`config.mk`:
```
export PLATFORM = sky130hd
export DESIGN_NAME = alu_arbiter_flat
export DESIGN_NICKNAME = d
export VERILOG_FILES = /design/src/rtl/alu_arbiter_pkg.sv /design/src/rtl/alu_arbiter_if.sv /design/src/rtl/alu_arbiter_rr_arb2.sv /design/src/rtl/alu_arbiter.sv /design/src/flat_wrapper.sv
export SDC_FILE = /design/constraint.sdc
export NUM_CORES = 1
export LEC_CHECK = 0
export ABC_AREA = 1
export BUFFER_PORTS_ARGS = -buffer_cell sky130_fd_sc_hd__buf_2
export CORE_MARGIN = 4
export CORE_UTILIZATION = 43
export DETAILED_ROUTE_END_ITERATION = 8
export GPL_TIMING_DRIVEN = 1
export PLACE_DENSITY_LB_ADDON = 0.2
export RECOVER_POWER = 100
export SLEW_MARGIN = 20
export SYNTH_ARGS = -nofsm -noshare
export SYNTH_HDL_FRONTEND = slang
export SYNTH_HIERARCHICAL = 1
export SYNTH_SLANG_ARGS = --single-unit
```
`constraint.sdc`:
```
create_clock -name clk -period 1.7 [get_ports clk]
set_input_delay 0.17 -clock clk [delete_from_list [all_inputs] [get_ports clk]]
set_output_delay 0.17 -clock clk [all_outputs]
set_load 0.1 [all_outputs]
```
`src/rtl/alu_arbiter_pkg.sv`:
```
// Shared ALU-arbiter definitions: ALUOp encodings, FSM states and the op-legality check.
package alu_pkg;

    localparam logic [4:0] ALUOp_nop   = 5'b00000;
    localparam logic [4:0] ALUOp_lui   = 5'b00001;
    localparam logic [4:0] ALUOp_auipc = 5'b00010;
    localparam logic [4:0] ALUOp_add   = 5'b00011;

    typedef enum logic [1:0] {
        IDLE = 2'd0,
        EXEC = 2'd1,
        RESP = 2'd2
    } state_t;

    function automatic logic is_legal_op(input logic [4:0] op);
        return (op == ALUOp_lui) || (op == ALUOp_auipc) || (op == ALUOp_add);
    endfunction

endpackage

```
`src/rtl/alu_arbiter_if.sv`:
```
// Requester/response bundle of the ALU arbiter: two request ports and one response channel.
interface alu_arbiter_if #(
    parameter int DW   = 32,
    parameter int OPW  = 5,
    parameter int TAGW = 4
) ();
    logic [1:0]      req_valid;
    logic [1:0]      req_ready;
    logic [DW-1:0]   req0_a;
    logic [DW-1:0]   req0_b;
    logic [OPW-1:0]  req0_op;
    logic [TAGW-1:0] req0_tag;
    logic [DW-1:0]   req1_a;
    logic [DW-1:0]   req1_b;
    logic [OPW-1:0]  req1_op;
    logic [TAGW-1:0] req1_tag;
    logic            rsp_valid;
    logic            rsp_ready;
    logic [DW-1:0]   rsp_data;
    logic            rsp_zero;
    logic            rsp_err;
    logic            rsp_id;
    logic [TAGW-1:0] rsp_tag;

    modport master (
        output req_valid, req0_a, req0_b, req0_op, req0_tag,
               req1_a, req1_b, req1_op, req1_tag, rsp_ready,
        input  req_ready, rsp_valid, rsp_data, rsp_zero, rsp_err, rsp_id, rsp_tag
    );

    modport slave (
        input  req_valid, req0_a, req0_b, req0_op, req0_tag,
               req1_a, req1_b, req1_op, req1_tag, rsp_ready,
        output req_ready, rsp_valid, rsp_data, rsp_zero, rsp_err, rsp_id, rsp_tag
    );
endinterface

```
`src/rtl/alu_arbiter_rr_arb2.sv`:
```
// Two-way grant logic: a lone request always wins; a tie goes to ptr when rr_en, else port 0.
module rr_arb2 (
    input  logic [1:0] req,
    input  logic       ptr,
    input  logic       rr_en,
    output logic [1:0] gnt
);
    always_comb begin
        gnt = req;
        if (req == 2'b11)
            gnt = (rr_en && ptr) ? 2'b10 : 2'b01;
    end
endmodule

```
`src/rtl/alu_arbiter.sv`:
```
// Shares one combinational ALU between two requesters: grant in IDLE, drive the ALU in EXEC,
// hold the captured result in RESP until the consumer takes it.
module alu_arbiter
    import alu_pkg::*;
#(
    parameter int DW   = 32,
    parameter int OPW  = 5,
    parameter int TAGW = 4,
    parameter int RR   = 1
) (
    input  logic            clk,
    input  logic            rstn,
    alu_arbiter_if.slave    bus,
    output logic [DW-1:0]   alu_a,
    output logic [DW-1:0]   alu_b,
    output logic [OPW-1:0]  alu_op,
    input  logic [DW-1:0]   alu_c,
    input  logic [7:0]      alu_zero
);
    state_t          state;
    logic            rr_ptr;
    logic            id_q;
    logic            err_q;
    logic [TAGW-1:0] tag_q;
    logic [1:0]      gnt;
    logic            gid;
    logic            take;
    logic            legal;
    logic [DW-1:0]   sel_a;
    logic [DW-1:0]   sel_b;
    logic [OPW-1:0]  sel_op;
    logic [TAGW-1:0] sel_tag;
    logic            unused_zero_hi;

    assign unused_zero_hi = ^alu_zero[7:1];

    rr_arb2 u_arb (
        .req   (bus.req_valid),
        .ptr   (rr_ptr),
        .rr_en (RR != 0),
        .gnt   (gnt)
    );

    assign bus.req_ready = (state == IDLE) ? gnt : 2'b00;
    assign take    = |(bus.req_valid & bus.req_ready);
    assign gid     = gnt[1];
    assign sel_a   = gid ? bus.req1_a   : bus.req0_a;
    assign sel_b   = gid ? bus.req1_b   : bus.req0_b;
    assign sel_op  = gid ? bus.req1_op  : bus.req0_op;
    assign sel_tag = gid ? bus.req1_tag : bus.req0_tag;
    assign legal   = is_legal_op(sel_op);

    always_ff @(posedge clk) begin
        if (!rstn) begin
            state         <= IDLE;
            rr_ptr        <= 1'b0;
            id_q          <= 1'b0;
            err_q         <= 1'b0;
            tag_q         <= '0;
            alu_a         <= '0;
            alu_b         <= '0;
            alu_op        <= OPW'(ALUOp_nop);
            bus.rsp_valid <= 1'b0;
            bus.rsp_data  <= '0;
            bus.rsp_zero  <= 1'b0;
            bus.rsp_err   <= 1'b0;
            bus.rsp_id    <= 1'b0;
            bus.rsp_tag   <= '0;
        end else begin
            case (state)
                IDLE: if (take) begin
                    alu_a  <= sel_a;
                    alu_b  <= sel_b;
                    // an illegal op never reaches the ALU; the error is reported from err_q
                    alu_op <= legal ? sel_op : OPW'(ALUOp_nop);
                    err_q  <= !legal;
                    tag_q  <= sel_tag;
                    id_q   <= gid;
                    if (RR != 0)
                        rr_ptr <= ~gid;
                    state  <= EXEC;
                end
                EXEC: begin
                    bus.rsp_data  <= err_q ? '0 : alu_c;
                    bus.rsp_zero  <= err_q | alu_zero[0];
                    bus.rsp_err   <= err_q;
                    bus.rsp_id    <= id_q;
                    bus.rsp_tag   <= tag_q;
                    bus.rsp_valid <= 1'b1;
                    alu_op        <= OPW'(ALUOp_nop);
                    state         <= RESP;
                end
                RESP: if (bus.rsp_ready) begin
                    bus.rsp_valid <= 1'b0;
                    state         <= IDLE;
                end
                default: state <= IDLE;
            endcase
        end
    end
endmodule

```
`src/flat_wrapper.sv`:
```
// flat-port wrapper written by rule: the top's interface ports become plain ports
module alu_arbiter_flat import alu_pkg::*;
#(
    parameter int DW   = 32,
    parameter int OPW  = 5,
    parameter int TAGW = 4,
    parameter int RR   = 1
)
  (clk, rstn, alu_a, alu_b, alu_op, alu_c, alu_zero, bus_req_valid, bus_req0_a, bus_req0_b, bus_req0_op, bus_req0_tag, bus_req1_a, bus_req1_b, bus_req1_op, bus_req1_tag, bus_rsp_ready, bus_req_ready, bus_rsp_valid, bus_rsp_data, bus_rsp_zero, bus_rsp_err, bus_rsp_id, bus_rsp_tag);
  alu_arbiter_if #(.DW(DW), .OPW(OPW), .TAGW(TAGW)) bus_i ();
  input  logic clk;
  input  logic rstn;
  output logic [DW-1:0] alu_a;
  output logic [DW-1:0] alu_b;
  output logic [OPW-1:0] alu_op;
  input  logic [DW-1:0] alu_c;
  input  logic [7:0] alu_zero;
  input wire logic [$bits(bus_i.req_valid)-1:0] bus_req_valid;
  input wire logic [$bits(bus_i.req0_a)-1:0] bus_req0_a;
  input wire logic [$bits(bus_i.req0_b)-1:0] bus_req0_b;
  input wire logic [$bits(bus_i.req0_op)-1:0] bus_req0_op;
  input wire logic [$bits(bus_i.req0_tag)-1:0] bus_req0_tag;
  input wire logic [$bits(bus_i.req1_a)-1:0] bus_req1_a;
  input wire logic [$bits(bus_i.req1_b)-1:0] bus_req1_b;
  input wire logic [$bits(bus_i.req1_op)-1:0] bus_req1_op;
  input wire logic [$bits(bus_i.req1_tag)-1:0] bus_req1_tag;
  input wire logic [$bits(bus_i.rsp_ready)-1:0] bus_rsp_ready;
  output wire logic [$bits(bus_i.req_ready)-1:0] bus_req_ready;
  output wire logic [$bits(bus_i.rsp_valid)-1:0] bus_rsp_valid;
  output wire logic [$bits(bus_i.rsp_data)-1:0] bus_rsp_data;
  output wire logic [$bits(bus_i.rsp_zero)-1:0] bus_rsp_zero;
  output wire logic [$bits(bus_i.rsp_err)-1:0] bus_rsp_err;
  output wire logic [$bits(bus_i.rsp_id)-1:0] bus_rsp_id;
  output wire logic [$bits(bus_i.rsp_tag)-1:0] bus_rsp_tag;
  assign bus_i.req_valid = bus_req_valid;
  assign bus_i.req0_a = bus_req0_a;
  assign bus_i.req0_b = bus_req0_b;
  assign bus_i.req0_op = bus_req0_op;
  assign bus_i.req0_tag = bus_req0_tag;
  assign bus_i.req1_a = bus_req1_a;
  assign bus_i.req1_b = bus_req1_b;
  assign bus_i.req1_op = bus_req1_op;
  assign bus_i.req1_tag = bus_req1_tag;
  assign bus_i.rsp_ready = bus_rsp_ready;
  assign bus_req_ready = bus_i.req_ready;
  assign bus_rsp_valid = bus_i.rsp_valid;
  assign bus_rsp_data = bus_i.rsp_data;
  assign bus_rsp_zero = bus_i.rsp_zero;
  assign bus_rsp_err = bus_i.rsp_err;
  assign bus_rsp_id = bus_i.rsp_id;
  assign bus_rsp_tag = bus_i.rsp_tag;
  alu_arbiter #(.DW(DW), .OPW(OPW), .TAGW(TAGW), .RR(RR)) u_core (.clk(clk), .rstn(rstn), .bus(bus_i), .alu_a(alu_a), .alu_b(alu_b), .alu_op(alu_op), .alu_c(alu_c), .alu_zero(alu_zero));
endmodule
```
# Word-level counts from Yosys, hierarchy flattened

Index checks and enable logic that the tools add are counted.

Input port bits: 191
Logic and storage cells: 52
Register bits after elaboration: 118

Multiplexer cells: 16
Equality and inequality tests: 8
Bitwise logic cells: 3
Reductions and logical operators: 11

Operator list:

| kind                                                  | count |
|---|---|
| 2-to-1 mux 32 bit                                     | 3 |
| 2-to-1 mux 5 bit                                      | 3 |
| == test 5 x 2 -> 1 bit, second input constant         | 2 |
| 2-to-1 mux 2 bit                                      | 5 |
| one-hot mux 5 bit (2 select lines)                    | 1 |
| AND reduction 2 bit                                   | 4 |
| one-hot mux 2 bit (3 select lines)                    | 1 |
| == test 5 x 1 -> 1 bit, second input constant         | 1 |
| == test 2 bit, second input constant                  | 2 |
| 2-to-1 mux 4 bit                                      | 1 |
| nonzero test 2 bit                                    | 2 |
| AND 2 bit                                             | 1 |
| == test 2 x 1 -> 1 bit, second input constant         | 1 |
| logical NOT 2 bit                                     | 1 |
| logical OR 1 bit                                      | 2 |
| inequality test 2 x 1 -> 1 bit, second input constant | 1 |
| inequality test 2 bit, second input constant          | 1 |
| one-hot mux 1 bit (2 select lines)                    | 1 |
| OR reduction 2 bit                                    | 1 |
| logical NOT 1 bit                                     | 1 |
| 2-to-1 mux 1 bit                                      | 1 |
| NOT 1 bit                                             | 1 |
| OR 1 bit                                              | 1 |

# Depth between registers and ports, before layout

Depth in word-level cells: 9
Mapped depth: 10

# By module

The synthesis kept the hierarchy.

By module, submodules not included:

| module      | area an instance (um^2) | cells an instance | sequential area each (um^2) | times used |
|---|---|---|---|---|
| alu_arbiter | 4999.8                  | 736               | 2362.3                      | 1 |
| rr_arb2     | 31.3                    | 8                 | 0.0                         | 1 |

# Worst setup path before layout

Ideal clock, no wire load.

Path type: reg2out
From: reg u_core.rr_ptr
To: out bus_req_ready[1]
Required time: 1530 ps
Buffers on the path: 2
Cell stages (with the launch flop): 7
Data arrival time: 2256 ps
Slack: -726 ps
Path through: dfxtp_1 nand2_1 a21oi_1 buf_2 inv_2 clkbuf_1 nor2_1

Longest elaborated chain between the ends: 3

RTL lines:

| element                 | RTL line                  | text |
|---|---|---|
| start, declared         | alu_arbiter.sv:21         | `logic rr_ptr;` |
| start signal, assigned  | alu_arbiter.sv:80         | `rr_ptr <= ~gid;` |
| 2-to-1 mux 2 bit        | alu_arbiter_rr_arb2.sv:11 | `gnt = (rr_en && ptr) ? 2'b10 : 2'b01;` |
| 2-to-1 mux 2 bit        | alu_arbiter_rr_arb2.sv:10 | `if (req == 2'b11)` |
| named net u_core.gnt[1] | alu_arbiter.sv:25         | `logic [1:0] gnt;` |
| 2-to-1 mux 2 bit        | alu_arbiter.sv:44         | `assign bus.req_ready = (state == IDLE) ? gnt : 2'b00;` |
| end, declared           | flat_wrapper.sv:28        | `output wire logic [$bits(bus_i.req_ready)-1:0] bus_req_ready;` |

The timed path passes the listed nets, and every way through them passes these cells.

# Worst setup path after layout

Ends and elaborated chain as after synthesis.

==> impl_metrics.ini <==
[synth]
yosys.area.top_type_share_pct = 46.95
synth_mux_area_share_pct = 0
ys_warn_count = 6
synth.net_count = 935
synth_area_um2 = 5031
synthFlopType = dfxtp_1
synth-edff-count = 0
synth_compound_area_share_pct = 12.31
ys_top_cells_by_count = nand2_1, dfxtp_1, a21oi_1
yosysMostFrequentCell = nand2_1
synth-xor-area-share_pct = 0
ys_seq_elements = 118
synth_cell_types = 24
syn_inst = 744
synth_top_family_by_area = simple AND/OR/NAND/NOR gates
yosys.area_share.simple_pct = 34.29
synthArstFlopShare_pct = 0
synthAdderAreaFrac_pct = 0
synth_area_per_cell_um2 = 6.762
yosys.area.top_type = dfxtp_1
yosysSeqAreaShare_pct = 46.95
synthTopCellsByArea = dfxtp_1, nand2_1, a21oi_1, nor2_1, a22oi_1

[clock_tree]
cts-buffers-inserted = 17
worstSkewPairLatency_ns = 0.41
cts_tree = built
clockRootBuffer = clkbuf_16
htreeDepth = 4
cts_max_path_buffers = 2
clkTransAtPathRegs_ns = 0.06
clock-sinks = 118

[worst_setup_path]
required_ns = 1.53
reg2reg_slack_ns = 0.15
crit_start = u_core/rr_ptr$_SDFFE_PN0P_
r2r_end = u_core/alu_a[30]$_SDFFE_PN0P_
critPathKind = reg -> out
r2r_cells = 8
cp.arrival_ns = 1.42
worst_setup_path_start_kind = flip-flop
path_max_fanout = 7
r2r-start = u_core/rr_ptr$_SDFFE_PN0P_
end_kind = output port

[timing]
maxSlewViolCount = 0
period_share_pct = 93.57
max_freq_mhz = 628.7
hold_viol = 0
fin_ws_ns = 0.1093
fin_worst_skew_ns = 0.007743
holdWs_ns = 0.008927
rsz0062_at_grt = false
period_minus_slack_ns = 1.591
setup_violations = 0
relSlewSlack_pct = 61.97
tightest_slew_ns = 0.5729

[global_routing]
gr-total-overflow = 0
grt_pass1_wl_um = 24360
grt_max_degree = 55
antenna_found_initial = 0
grt_use_total_pct = 22.89
first_global_vias = 5147

[power_and_ir_drop]
leakage_nw = 3.821
p_per_area_nw_per_um2 = 1162
ir_drop_uv = 638.4

[cells_and_area]
area_growth_pct = 49.84
nFillCells = 1065
drive_above_1_share_pct = 33.96
multi_input_area_um2 = 2382
seqCellArea_um2 = 2364
nets = 1241

[routing]
avgRoutedWirePerCell_um = 13.50
routed_wl_um = 16300
drtPass1Iterations = 6
postRouteAntennaNets = 0
viasPerCell = 4.675
drc = 0
vias = 5643
first_iter_violations = 382

[run]
cap_violations = 0

[min_path]
worstHoldEndpoint = u_core/bus.rsp_data[21]$_SDFFE_PN0P_
hp-start = alu_c[21]
holdPathStages = 3
hp-class = in -> reg

[floorplanning]
die_h_um = 116.2
core_um2 = 11420
io_pins = 302
initial_core_util_pct = 44.06
die_area_um2 = 13490
row_count = 39
die_w_um = 116.2

[outcome]
status = complete, no violations

[placed_design]
hpwlAfterDp_um = 11460
place_ws_ns = 0.1051
numPortBuffers = 294
place_congestion = 0.8316
report_power, final:
part	switching [mW]	total (mW)	internal, mW
combinational	1.84	2.44	0.592
sequential	0.0889	3.03	2.94
clock	1.25	3.29	2.04
state kept, by name (all words and copies together) (netlist names):
name and cells:
u_core/err_q 1, u_core/bus.rsp_data 32, u_core/id_q 1, u_core/bus.rsp_tag 4, u_core/bus.rsp_zero 1, u_core/alu_a 32
u_core/bus.rsp_err 1, u_core/alu_op 5, u_core/alu_b 32, u_core/tag_q 4, u_core/bus.rsp_valid 1, u_core/bus.rsp_id 1
u_core/state 2, u_core/rr_ptr 1
final cells by class:
cell class                 count  share of cell area [%]
sequential                   118                   31.35
clock buffer                  20                   5.925
inverter                      13                  0.7303
multi-input combinational    564                   31.60
clock inverter                12                   1.411
tap                          143                   2.373
timing repair buffer         336                   26.57
antenna                        1                 0.03320
cell families (layout without fill, tap and decap cells):
| family | count (synthesis) | in the layout |
|---|---|---|
| AND/OR/NAND/NOR | 448 | 448 |
| flip-flops | 118 | 118 |
| AO/OA/AOI/OAI | 115 | 115 |
| buffers and inverters | 62 | 381 |
| other | 1 | 2 |
worst max-delay path, cell delays in order, from the launching register on:
cell,delay [ns]
dfxtp_2,0.33
nand2_2,0.07
a21oi_4,0.16
buf_12,0.13
inv_6,0.05
nor2_4,0.10
buf_12,0.18
repair_timing:
| action | CTS | global route |
|---|---|---|
| cloned | 1 | 1 |
| hold buffers | 19 | 1 |
| resized for setup | 3 | 10 |
| buffers inserted | 3 | 0 |
| pin swaps | 1 | 3 |
| endpoints found under the hold margin | 19 | 1 |
| endpoints found under the setup margin | 1 | 72 |
layer usage:
layer / track usage (%) / vias up / part of all wire, %
li1: - / 2954 / -
met1: 26.33 / 2463 / 39
met4: 8.971 / 0 / 2.0
met5: 0 / - / 0
met2: 39.20 / 201 / 50
met3: 7.876 / 25 / 8.8
stage by stage:
stage / utilization [%] / instance area, µm² / power, mW / TNS, ns / instances
floorplan: - / 5036 / 4.878 / -0.2730 / 744
global placement: 58.55 / 6685 / 5.442 / 0 / 1149
detailed placement: 58.55 / 6685 / 5.448 / 0 / 1149
CTS: 65.63 / 7493 / 8.804 / 0 / 1204
global route: 66.00 / 7536 / 9.126 / 0 / 1206
finish: 66.02 / 7538 / 8.757 / 0 / 1207
cell usage in the layout, fill, tap and decap left out, types with 4 or more instances in the layout:
cell type,count
a21oi_1,89
a22oi_1,16
buf_12,9
buf_2,183
buf_4,7
clkbuf_16,18
clkbuf_2,111
clkinv_2,5
clkinvlp_4,4
dfxtp_1,117
dlygate4sd3_1,20
inv_1,9
nand2_1,392
nor2_1,40
o21ai_0,8
worst max path at each step:
stage                                                to  slack, ns  depth (start not counted)
after floorplan                        bus_req_ready[1]      -0.27                          6
after global placement    u_core/alu_op[0]$_SDFFE_PN0P_       0.12                          9
after detailed placement  u_core/alu_op[0]$_SDFFE_PN0P_       0.11                          9
after CTS                              bus_req_ready[1]      0.003                          6
after global routing                   bus_req_ready[1]      0.005                          6
final                                  bus_req_ready[1]       0.11                          6
Power figures use the tool's default switching activity.
